$ cat src/rtl/javk_uart_pkg.sv
// javk_uart_pkg: register map, status bit positions and FSM encodings for javk_uart
package javk_uart_pkg;
  localparam logic [1:0] UART_DATA   = 2'd0;
  localparam logic [1:0] UART_STATUS = 2'd1;
  localparam logic [1:0] UART_DIV_LO = 2'd2;
  localparam logic [1:0] UART_DIV_HI = 2'd3;
  localparam int ST_TX_FULL  = 0;
  localparam int ST_TX_EMPTY = 1;
  localparam int ST_RX_VALID = 2;
  localparam int ST_RX_OVR   = 3;
  localparam int ST_TX_DROP  = 4;
  localparam int ST_RX_FERR  = 5;
  localparam int ST_TX_IE    = 7;
  localparam logic [1:0] S_IDLE  = 2'd0;
  localparam logic [1:0] S_START = 2'd1;
  localparam logic [1:0] S_DATA  = 2'd2;
  localparam logic [1:0] S_STOP  = 2'd3;
endpackage

$ cat src/rtl/javk_uart_fifo.sv
// javk_uart_fifo: synchronous FIFO; a push into a full FIFO is taken when a pop frees the slot in the same cycle
module javk_uart_fifo #(
  parameter int DEPTH = 4,
  parameter int WIDTH = 8
) (
  input  logic             clk,
  input  logic             rst,
  input  logic             push,
  input  logic [WIDTH-1:0] wdata,
  input  logic             pop,
  output logic [WIDTH-1:0] rdata,
  output logic             full,
  output logic             empty
);
  localparam int AW = $clog2(DEPTH);
  logic [AW:0] wptr_q, wptr_d, rptr_q, rptr_d;
  logic [WIDTH-1:0] mem_q [DEPTH];
  logic [WIDTH-1:0] mem_d [DEPTH];
  logic do_push, do_pop;
  assign empty = wptr_q == rptr_q;
  assign full = wptr_q == {~rptr_q[AW], rptr_q[AW-1:0]};
  assign do_pop = pop && !empty;
  assign do_push = push && (!full || do_pop);
  assign rdata = mem_q[rptr_q[AW-1:0]];
  always_comb begin
    mem_d = mem_q;
    if (do_push) mem_d[wptr_q[AW-1:0]] = wdata;
    wptr_d = wptr_q + {{AW{1'b0}}, do_push};
    rptr_d = rptr_q + {{AW{1'b0}}, do_pop};
  end
  always_ff @(posedge clk) begin
    mem_q <= mem_d;
    if (rst) begin
      wptr_q <= '0;
      rptr_q <= '0;
    end else begin
      wptr_q <= wptr_d;
      rptr_q <= rptr_d;
    end
  end
endmodule

$ cat src/rtl/javk_uart.sv
// javk_uart: memory-mapped 8N1 UART with TX FIFO, RX holding register and programmable bit divider
module javk_uart
  import javk_uart_pkg::*;
#(
  parameter logic [15:0] BASE_ADDR  = 16'hFF00,
  parameter logic [15:0] CLK_DIV    = 16'd104,
  parameter int          FIFO_DEPTH = 4
) (
  input  logic        clk,
  input  logic        rst,
  input  logic [15:0] addr,
  input  logic        stb,
  input  logic        rw,
  input  logic [7:0]  wdata,
  output logic [7:0]  rdata,
  output logic        oe,
  output logic        txd,
  input  logic        rxd,
  output logic        irq
);
  logic [15:0] off, reload, half;
  logic hit, wr, rd_data, rd_stat, push, pop, full, empty, rx_done, s2, prev;
  logic [7:0] fifo_out, status;
  logic [15:0] div_q, div_d, tx_cnt_q, tx_cnt_d, rx_cnt_q, rx_cnt_d;
  logic [7:0] rx_data_q, rx_data_d, tx_sh_q, tx_sh_d, rx_sh_q, rx_sh_d;
  logic [2:0] tx_bit_q, tx_bit_d, rx_bit_q, rx_bit_d, sync_q, sync_d;
  logic [1:0] tx_st_q, tx_st_d, rx_st_q, rx_st_d;
  logic tx_ie_q, tx_ie_d, tx_drop_q, tx_drop_d, rx_valid_q, rx_valid_d;
  logic rx_ovr_q, rx_ovr_d, rx_ferr_q, rx_ferr_d, txd_q, txd_d;
  // addresses below BASE_ADDR wrap to large offsets and fall outside the window
  assign off = addr - BASE_ADDR;
  assign hit = off < 16'd4;
  assign oe = stb && !rw && hit;
  assign wr = stb && rw && hit;
  assign rd_data = oe && off[1:0] == UART_DATA;
  assign rd_stat = oe && off[1:0] == UART_STATUS;
  assign push = wr && off[1:0] == UART_DATA;
  assign reload = div_q == 16'd0 ? 16'd0 : div_q - 16'd1;
  assign half = div_q < 16'd2 ? 16'd0 : (div_q >> 1) - 16'd1;
  assign s2 = sync_q[1];
  assign prev = sync_q[2];
  assign txd = txd_q;
  assign irq = rx_valid_q | (empty & tx_ie_q);
  javk_uart_fifo #(.DEPTH(FIFO_DEPTH), .WIDTH(8)) u_fifo (
    .clk(clk), .rst(rst), .push(push), .wdata(wdata), .pop(pop),
    .rdata(fifo_out), .full(full), .empty(empty)
  );
  always_comb begin
    status = '0;
    status[ST_TX_FULL] = full;
    status[ST_TX_EMPTY] = empty;
    status[ST_RX_VALID] = rx_valid_q;
    status[ST_RX_OVR] = rx_ovr_q;
    status[ST_TX_DROP] = tx_drop_q;
    status[ST_RX_FERR] = rx_ferr_q;
    status[ST_TX_IE] = tx_ie_q;
    rdata = !oe ? 8'h00 : off[1:0] == UART_DATA ? rx_data_q : off[1:0] == UART_STATUS ? status :
            off[1:0] == UART_DIV_LO ? div_q[7:0] : div_q[15:8];
  end
  always_comb begin
    pop = 1'b0;
    tx_st_d = tx_st_q;
    tx_cnt_d = tx_cnt_q - 16'd1;
    tx_bit_d = tx_bit_q;
    tx_sh_d = tx_sh_q;
    if (tx_st_q == S_IDLE) begin
      tx_cnt_d = reload;
      if (!empty) begin
        pop = 1'b1;
        tx_sh_d = fifo_out;
        tx_st_d = S_START;
      end
    end else if (tx_cnt_q == 16'd0) begin
      tx_cnt_d = reload;
      tx_st_d = tx_st_q == S_START ? S_DATA : tx_st_q == S_STOP ? S_IDLE : tx_bit_q == 3'd7 ? S_STOP : S_DATA;
      if (tx_st_q == S_DATA) begin
        tx_sh_d = tx_sh_q >> 1;
        tx_bit_d = tx_bit_q + 3'd1;
      end
    end
    txd_d = tx_st_q == S_START ? 1'b0 : tx_st_q == S_DATA ? tx_sh_q[0] : 1'b1;
  end
  always_comb begin
    sync_d = {sync_q[1:0], rxd};
    rx_done = 1'b0;
    rx_st_d = rx_st_q;
    rx_cnt_d = rx_cnt_q - 16'd1;
    rx_bit_d = rx_bit_q;
    rx_sh_d = rx_sh_q;
    if (rx_st_q == S_IDLE) begin
      rx_cnt_d = half;
      if (prev && !s2) rx_st_d = S_START;
    end else if (rx_cnt_q == 16'd0) begin
      rx_cnt_d = reload;
      if (rx_st_q == S_START) rx_st_d = s2 ? S_IDLE : S_DATA;
      if (rx_st_q == S_DATA) begin
        rx_sh_d = {s2, rx_sh_q[7:1]};
        rx_bit_d = rx_bit_q + 3'd1;
        rx_st_d = rx_bit_q == 3'd7 ? S_STOP : S_DATA;
      end
      if (rx_st_q == S_STOP) begin
        rx_done = 1'b1;
        rx_st_d = S_IDLE;
      end
    end
  end
  // a same-cycle DATA read sees the old byte, so completion keeps rx_valid set and skips the overrun
  always_comb begin
    rx_data_d = rx_done ? rx_sh_q : rx_data_q;
    rx_valid_d = rx_done || (rx_valid_q && !rd_data);
    rx_ovr_d = (rx_done && rx_valid_q && !rd_data) || (rx_ovr_q && !rd_stat);
    rx_ferr_d = (rx_done && !s2) || (rx_ferr_q && !rd_stat);
    tx_drop_d = (push && full && !pop) || (tx_drop_q && !rd_stat);
    tx_ie_d = wr && off[1:0] == UART_STATUS ? wdata[7] : tx_ie_q;
    div_d = wr && off[1:0] == UART_DIV_LO ? {div_q[15:8], wdata} :
            wr && off[1:0] == UART_DIV_HI ? {wdata, div_q[7:0]} : div_q;
  end
  always_ff @(posedge clk) begin
    if (rst) begin
      div_q <= CLK_DIV;
      tx_st_q <= S_IDLE;
      tx_cnt_q <= '0;
      tx_bit_q <= '0;
      tx_sh_q <= '0;
      txd_q <= 1'b1;
      rx_st_q <= S_IDLE;
      rx_cnt_q <= '0;
      rx_bit_q <= '0;
      rx_sh_q <= '0;
      sync_q <= 3'b111;
      rx_data_q <= '0;
      rx_valid_q <= 1'b0;
      rx_ovr_q <= 1'b0;
      rx_ferr_q <= 1'b0;
      tx_drop_q <= 1'b0;
      tx_ie_q <= 1'b0;
    end else begin
      div_q <= div_d;
      tx_st_q <= tx_st_d;
      tx_cnt_q <= tx_cnt_d;
      tx_bit_q <= tx_bit_d;
      tx_sh_q <= tx_sh_d;
      txd_q <= txd_d;
      rx_st_q <= rx_st_d;
      rx_cnt_q <= rx_cnt_d;
      rx_bit_q <= rx_bit_d;
      rx_sh_q <= rx_sh_d;
      sync_q <= sync_d;
      rx_data_q <= rx_data_d;
      rx_valid_q <= rx_valid_d;
      rx_ovr_q <= rx_ovr_d;
      rx_ferr_q <= rx_ferr_d;
      tx_drop_q <= tx_drop_d;
      tx_ie_q <= tx_ie_d;
    end
  end
endmodule

$ cat config.mk
export PLATFORM = sky130hd
export DESIGN_NAME = javk_uart
export DESIGN_NICKNAME = d
export VERILOG_FILES = /design/src/rtl/javk_uart_pkg.sv /design/src/rtl/javk_uart_fifo.sv /design/src/rtl/javk_uart.sv
export SDC_FILE = /design/constraint.sdc
export NUM_CORES = 1
export LEC_CHECK = 0
export CAP_MARGIN = 20
export CORE_MARGIN = 4
export CORE_UTILIZATION = 54
export CTS_CLUSTER_DIAMETER = 60
export DETAILED_ROUTE_END_ITERATION = 16
export GPL_ROUTABILITY_DRIVEN = 1
export GPL_TIMING_DRIVEN = 0
export PLACE_DENSITY_LB_ADDON = 0.05
export SLEW_MARGIN = 0
export SYNTH_ARGS = -nofsm -noshare
export SYNTH_HDL_FRONTEND = slang
export SYNTH_SLANG_ARGS = --single-unit
export TNS_END_PERCENT = 20
$ cat constraint.sdc
create_clock -name clk -period 3 [get_ports clk]
set_clock_uncertainty 0.1 [all_clocks]
set_input_delay 0.75 -clock clk [delete_from_list [all_inputs] [get_ports clk]]
set_output_delay 0.75 -clock clk [all_outputs]
set_load 0.05 [all_outputs]
Word-level counts from Yosys, hierarchy flattened
Index checks and enable logic that the tools add are counted.
- bits in registers: 129
- logic and storage cells: 154
- add/subtract/negate cells: 9
- $lt $le $gt $ge: 5
- equal/unequal tests: 15
- multiplexer cells: 42
- bitwise gates (word level): 8
- reductions and logical operators: 51
- operators by type and width (operator ; count):
    $mux 16 ; 6
    $mux 8 ; 12
    $logic_not 16->1 ; 3
    $sub 16x1->16 const B ; 3
    $bwmux 32 ; 1
    $mux 2 ; 12
    $logic_and 1x1->1 ; 23
    $bmux 8 s2 ; 1
    $demux 8 s2 ; 1
    $lt 16x2->1 const B ; 1
    $lt 16x3->1 const B ; 1
    $sub 15x1->16 const B ; 1
    $sub 16x16->16 const B ; 1
    $eq 2x2->1 const B ; 6
    $reduce_and 3->1 ; 4
    $mux 1 ; 9
    $logic_not 1->1 ; 7
    $add 3x1->3 ; 2
    $add 3x1->3 const B ; 2
    $eq 2x1->1 const B ; 3
    $eq 3x3->1 ; 2
    $eq 3x3->1 const B ; 2
    $ge 3x3->1 const B ; 2
    $logic_not 2->1 ; 3
    other kinds (11) ; 22

Longest topological paths before layout
Gate-level depths: netlist of run 1.
- depth after elaboration: 7
- gate-level depth with buffers: 9
- mapped depth without buffers: 9

Hierarchy
Synthesis of run 1 repeated with hierarchy kept, for this count alone.
- cells, all modules: 673
- area, all modules: 6636.4 um^2
- modules (own cells, without submodules) (module ; times used ; cells an instance ; area each (um^2)):
    javk_uart ; 1 ; 600 ; 5132.4
    javk_uart_fifo ; 1 ; 73 ; 1503.9

Least setup slack after synthesis of run 1
OpenSTA, ideal clock, no wires.
- kind: input -> output
- start point: input addr[4]
- end point: output rdata[0]
- arrival: 2.788 ns
- data required time: 2.150 ns
- setup slack: -0.638 ns
- stages: 5
- buffers on the path: 1
- cell sequence: or4b_4 > or4_1 > clkbuf_2 > inv_1 > and2_1
- cells in the longest elaborated chain, start to end: 4
- RTL lines (what ; line ; source):
    from (decl) ; javk_uart.sv:11 ; input logic [15:0] addr,
    $sub 16x16->16 ; javk_uart.sv:31 ; assign off = addr - BASE_ADDR;
    $lt 16x3->1 ; javk_uart.sv:32 ; assign hit = off < 16'd4;
    $logic_and 1x1->1 ; javk_uart.sv:33 ; assign oe = stb && !rw && hit;
    via oe ; javk_uart.sv:16 ; output logic oe,
    $mux 8 ; javk_uart.sv:57 ; rdata = !oe ? 8'h00 : off[1:0] == UART_DATA ? rx_data_q : off[1:0] == UART_STATUS ? status :
    to (decl) ; javk_uart.sv:15 ; output logic [7:0] rdata,
The timed path passes the listed nets, and every way through them passes these cells.

Worst setup path in the final report of run 1
- start point: input addr[4]
- end point: output rdata[4]
- cells in the longest elaborated chain, start to end: 4
- RTL lines (what ; line):
    $sub 16x16->16 ; javk_uart.sv:31
    $lt 16x3->1 ; javk_uart.sv:32
    $logic_and 1x1->1 ; javk_uart.sv:33
    $mux 8 ; javk_uart.sv:57
Every way passes these cells.

==> results of run 1 <==
-- kinds of logic after synthesis --
logic type | count (synthesis) | synth area share, %
flops | 129 | 44.1
simple gates | 247 | 20.6
fa+ha+maj | 20 | 3.81
compound gates | 117 | 11.5
buf+inv | 56 | 3.35
xor+xnor | 53 | 7.06
mux | 44 | 9.57
-- timing repair --
| item | CTS | global route |
|---|---|---|
| endpoints found under the setup margin | 28 | 20 |
| endpoints found under the hold margin | 0 | 0 |
| buffers inserted | 4 | 0 |
| pin swaps | 6 | 2 |
| gates resized for setup | 117 | 11 |
-- power breakdown --
group	internal, mW	switching, mW
Clock	1.40	0.813
Sequential	1.85	0.0535
Combinational	0.254	0.348
Total	3.51	1.21
-- metrics by stage --
step           setup slack, ns  cells  hold WS (ns)  TNS, ns  util [%]
2_1_floorplan           -0.254    666         0.289    -2.19         -
3_3_place_gp             -1.31    852         0.293   -40.63      60.0
3_5_place_dp             -1.31    856         0.301   -30.23      60.2
4_1_cts                 -0.280    892         0.314    -2.19      65.9
5_1_grt                 -0.260    891         0.352    -2.02      66.2
6_report                -0.226    891         0.314    -1.65      66.2
-- worst min-delay path by stage --
stage / from / endpoint / slack [ns]
6_report: sync_q[0]$_SDFF_PP1_ / sync_q[1]$_SDFF_PP1_ / 0.31
3_5_place_dp: sync_q[0]$_SDFF_PP1_ / sync_q[1]$_SDFF_PP1_ / 0.30
4_1_cts: sync_q[0]$_SDFF_PP1_ / sync_q[1]$_SDFF_PP1_ / 0.31
5_1_grt: sync_q[0]$_SDFF_PP1_ / sync_q[1]$_SDFF_PP1_ / 0.35
3_3_place_gp: sync_q[0]$_SDFF_PP1_ / sync_q[1]$_SDFF_PP1_ / 0.29
2_1_floorplan: sync_q[0]$_SDFF_PP1_ / sync_q[1]$_SDFF_PP1_ / 0.29
-- flip-flops by register name, indices dropped and copies added, names as in the netlist, 3 cells and up --
name           cells
div_q             16
rx_bit_q           3
rx_cnt_q          16
rx_data_q          8
rx_sh_q            8
sync_q             3
tx_bit_q           3
tx_cnt_q          16
tx_sh_q            8
u_fifo.mem_q      32
u_fifo.rptr_q      3
u_fifo.wptr_q      3
-- worst max-delay path, cell delays in order --
cell,delay [ns]
buf_6,0.09
or4b_4,0.53
or4_4,0.57
and2b_4,0.29
buf_8,0.14
-- cells in the final DEF (no fill, tap or decap), types with 7 or more instances in the layout --
cell type	count
dfxtp_1	97
nand2_1	57
nor2_1	56
a21oi_1	42
edfxtp_1	32
xor2_1	28
mux2i_1	28
clkbuf_1	26
xnor2_1	23
ha_1	20
clkbuf_16	17
inv_1	16
o21ai_0	16
mux4_2	15
nor4_1	14
nand3_1	14
a211oi_1	13
nor3_1	12
buf_2	11
nand2b_1	11
clkdlybuf4s50_1	11
dlygate4sd2_1	10
buf_4	9
o31ai_1	8
a22oi_1	8
or4_1	8
nand4_1	7
or2_2	7
o32a_1	7
-- area by class of cell --
cell class / instances / area share [%]
plain buffers: 38 / 2.12
clock buffers: 18 / 5.42
clock inverters: 14 / 2.56
inverters: 17 / 0.854
multi-input cells: 481 / 44.4
flip-flops and latches: 129 / 36.7
well taps: 147 / 2.32
repair buffers: 47 / 5.66
-- metal layers --
metal  up-vias  routed length, um
li1       2563                  -
met1      2593               7560
met2       164               8030
met3        42                899
met4         0                540
met5         -                  0
==> results.sh, run 1 <==
export IMPL_status="complete, but fails checks"
export IMPL_failed_checks="negative setup slack"
export IMPL_r2r_cells=6
export IMPL_n_antenna_cell=0
export IMPL_use_met3_pct=5.98
export IMPL_worstPathRequired_ns=2.15
export IMPL_fmax_ghz=0.310
export IMPL_grt_util_met2_pct=40.1
export IMPL_p_per_area_mw_per_mm2=597
export IMPL_dpl_cell_area_mm2=0.00720
export IMPL_antenna_found_initial=0
export IMPL_grt_max_degree=17
export IMPL_cts_buffer_depth=2
export IMPL_path_class="primary input to output port"
export IMPL_peakVddDrop_mv=0.416
export IMPL_hold_viol_final=0
export IMPL_gp_congestion=0.942
export IMPL_yosysTopAreaCell="dfxtp_1"
export IMPL_hold_path_depth=1
export IMPL_use_met1_pct=31.9
export IMPL_setup_viol=9
export IMPL_async_flop_share_pct=0
export IMPL_finish_net_count=780
export IMPL_cts_max_level=4
export IMPL_yosys_cell_types_count=61
export IMPL_syn2layout_area_growth_pct=20.4
export IMPL_fin_area_mm2=0.00792
export IMPL_ys_flop_type="dfxtp_1"
export IMPL_vias_per_cell=6.02
export IMPL_total_power_mw=4.73
export IMPL_drv_slew=0
export IMPL_placement_io_buffers=39
export IMPL_worst_pin_slew_ns=0.928
export IMPL_synth_area_mm2=0.00658
export IMPL_r2r_end="rx_cnt_q[14]$_SDFF_PP0_"
export IMPL_synth_top_area_share_pct=29.5
export IMPL_p_leak_nw=2.97
export IMPL_clock_sinks=129
export IMPL_vias=5362
export IMPL_die_width_um=118
export IMPL_path_clk_slew_ns=0.06
export IMPL_synth_area_per_cell_um2=9.87
export IMPL_r2r_slack_ns=0.18
export IMPL_fin_crit_sh_pct=108
export IMPL_drc=0
export IMPL_rows=40
export IMPL_synth_cells=666
export IMPL_syn_num_nets=715
export IMPL_multi_input_area_mm2=0.00351
export IMPL_crit_start="addr[4]"
export IMPL_clk_latency_ns=0.42
export IMPL_initial_core_util_pct=55.0
export IMPL_hold_path_class="register to register"
export IMPL_fin_crit_ns=3.23
export IMPL_first_iter_violations=374
export IMPL_maxSlewHeadroom_pct=38.0
export IMPL_grt_usage_pct=25.0
export IMPL_dp_hpwl_um=12300
export IMPL_numCtsBuffers=17
export IMPL_crit_arrival_ns=2.38
export IMPL_grt_pass1_wl_um=27500
export IMPL_antenna_left=0
export IMPL_wl_um=17000
export IMPL_ys_warn_count=0
export IMPL_cts_hold_buffers_added=0
export IMPL_cp_start_kind="primary input"
export IMPL_ff_latch_area_mm2=0.00290
export IMPL_die_h_um=118
export IMPL_rsz0062_at_grt="yes"
export IMPL_drtPass1Iterations=5
export IMPL_drv_cap=0
export IMPL_final_setup_worst_slack_ns=-0.226
export IMPL_core_mm2=0.0120
export IMPL_yosysMostFrequentCell="dfxtp_1"
export IMPL_die_area_mm2=0.0140
export IMPL_reg2reg_from="div_q[4]$_SDFFE_PP0P_"
export IMPL_grt_pass1_vias=5431
export IMPL_synth_common_cells="dfxtp_1 (97), nand2_1 (57), nor2_1 (57)"
export IMPL_synth_area_leaders="dfxtp_1 (30%), edfxtp_1 (15%), mux4_2 (5.1%), mux2i_1 (4.3%), xor2_1 (4.0%)"
export IMPL_synth_seq_cells=129
export IMPL_endpoint_kind="output port"
export IMPL_root_buffer="clkbuf_16"
export IMPL_cp_endpoint="rdata[4]"
export IMPL_path_max_fanout=8
export IMPL_fillCellCount=993
export IMPL_synth_edff_count=32
export IMPL_grt_overflow_total=0
export IMPL_top_usage_layer="met2"
export IMPL_cts_tree="done"
export IMPL_drive_above_1_share_pct=15.5
export IMPL_ys_seq_area_share_pct=44.1
export IMPL_num_io_pins=40
export IMPL_wire_per_inst_um=19.1
(Power assumes the default switching activity.)
==> run 2: changes to the inputs <==
--- a/config.mk
+++ b/config.mk
@@ -5,6 +5,7 @@
 export SDC_FILE = /design/constraint.sdc
 export NUM_CORES = 1
 export LEC_CHECK = 0
+export ABC_CLOCK_PERIOD_IN_PS = 3000
 export CAP_MARGIN = 20
 export CORE_MARGIN = 4
 export CORE_UTILIZATION = 54
==> results of run 2 <==
Final layout, timing and power as in run 1 (identical DEF).
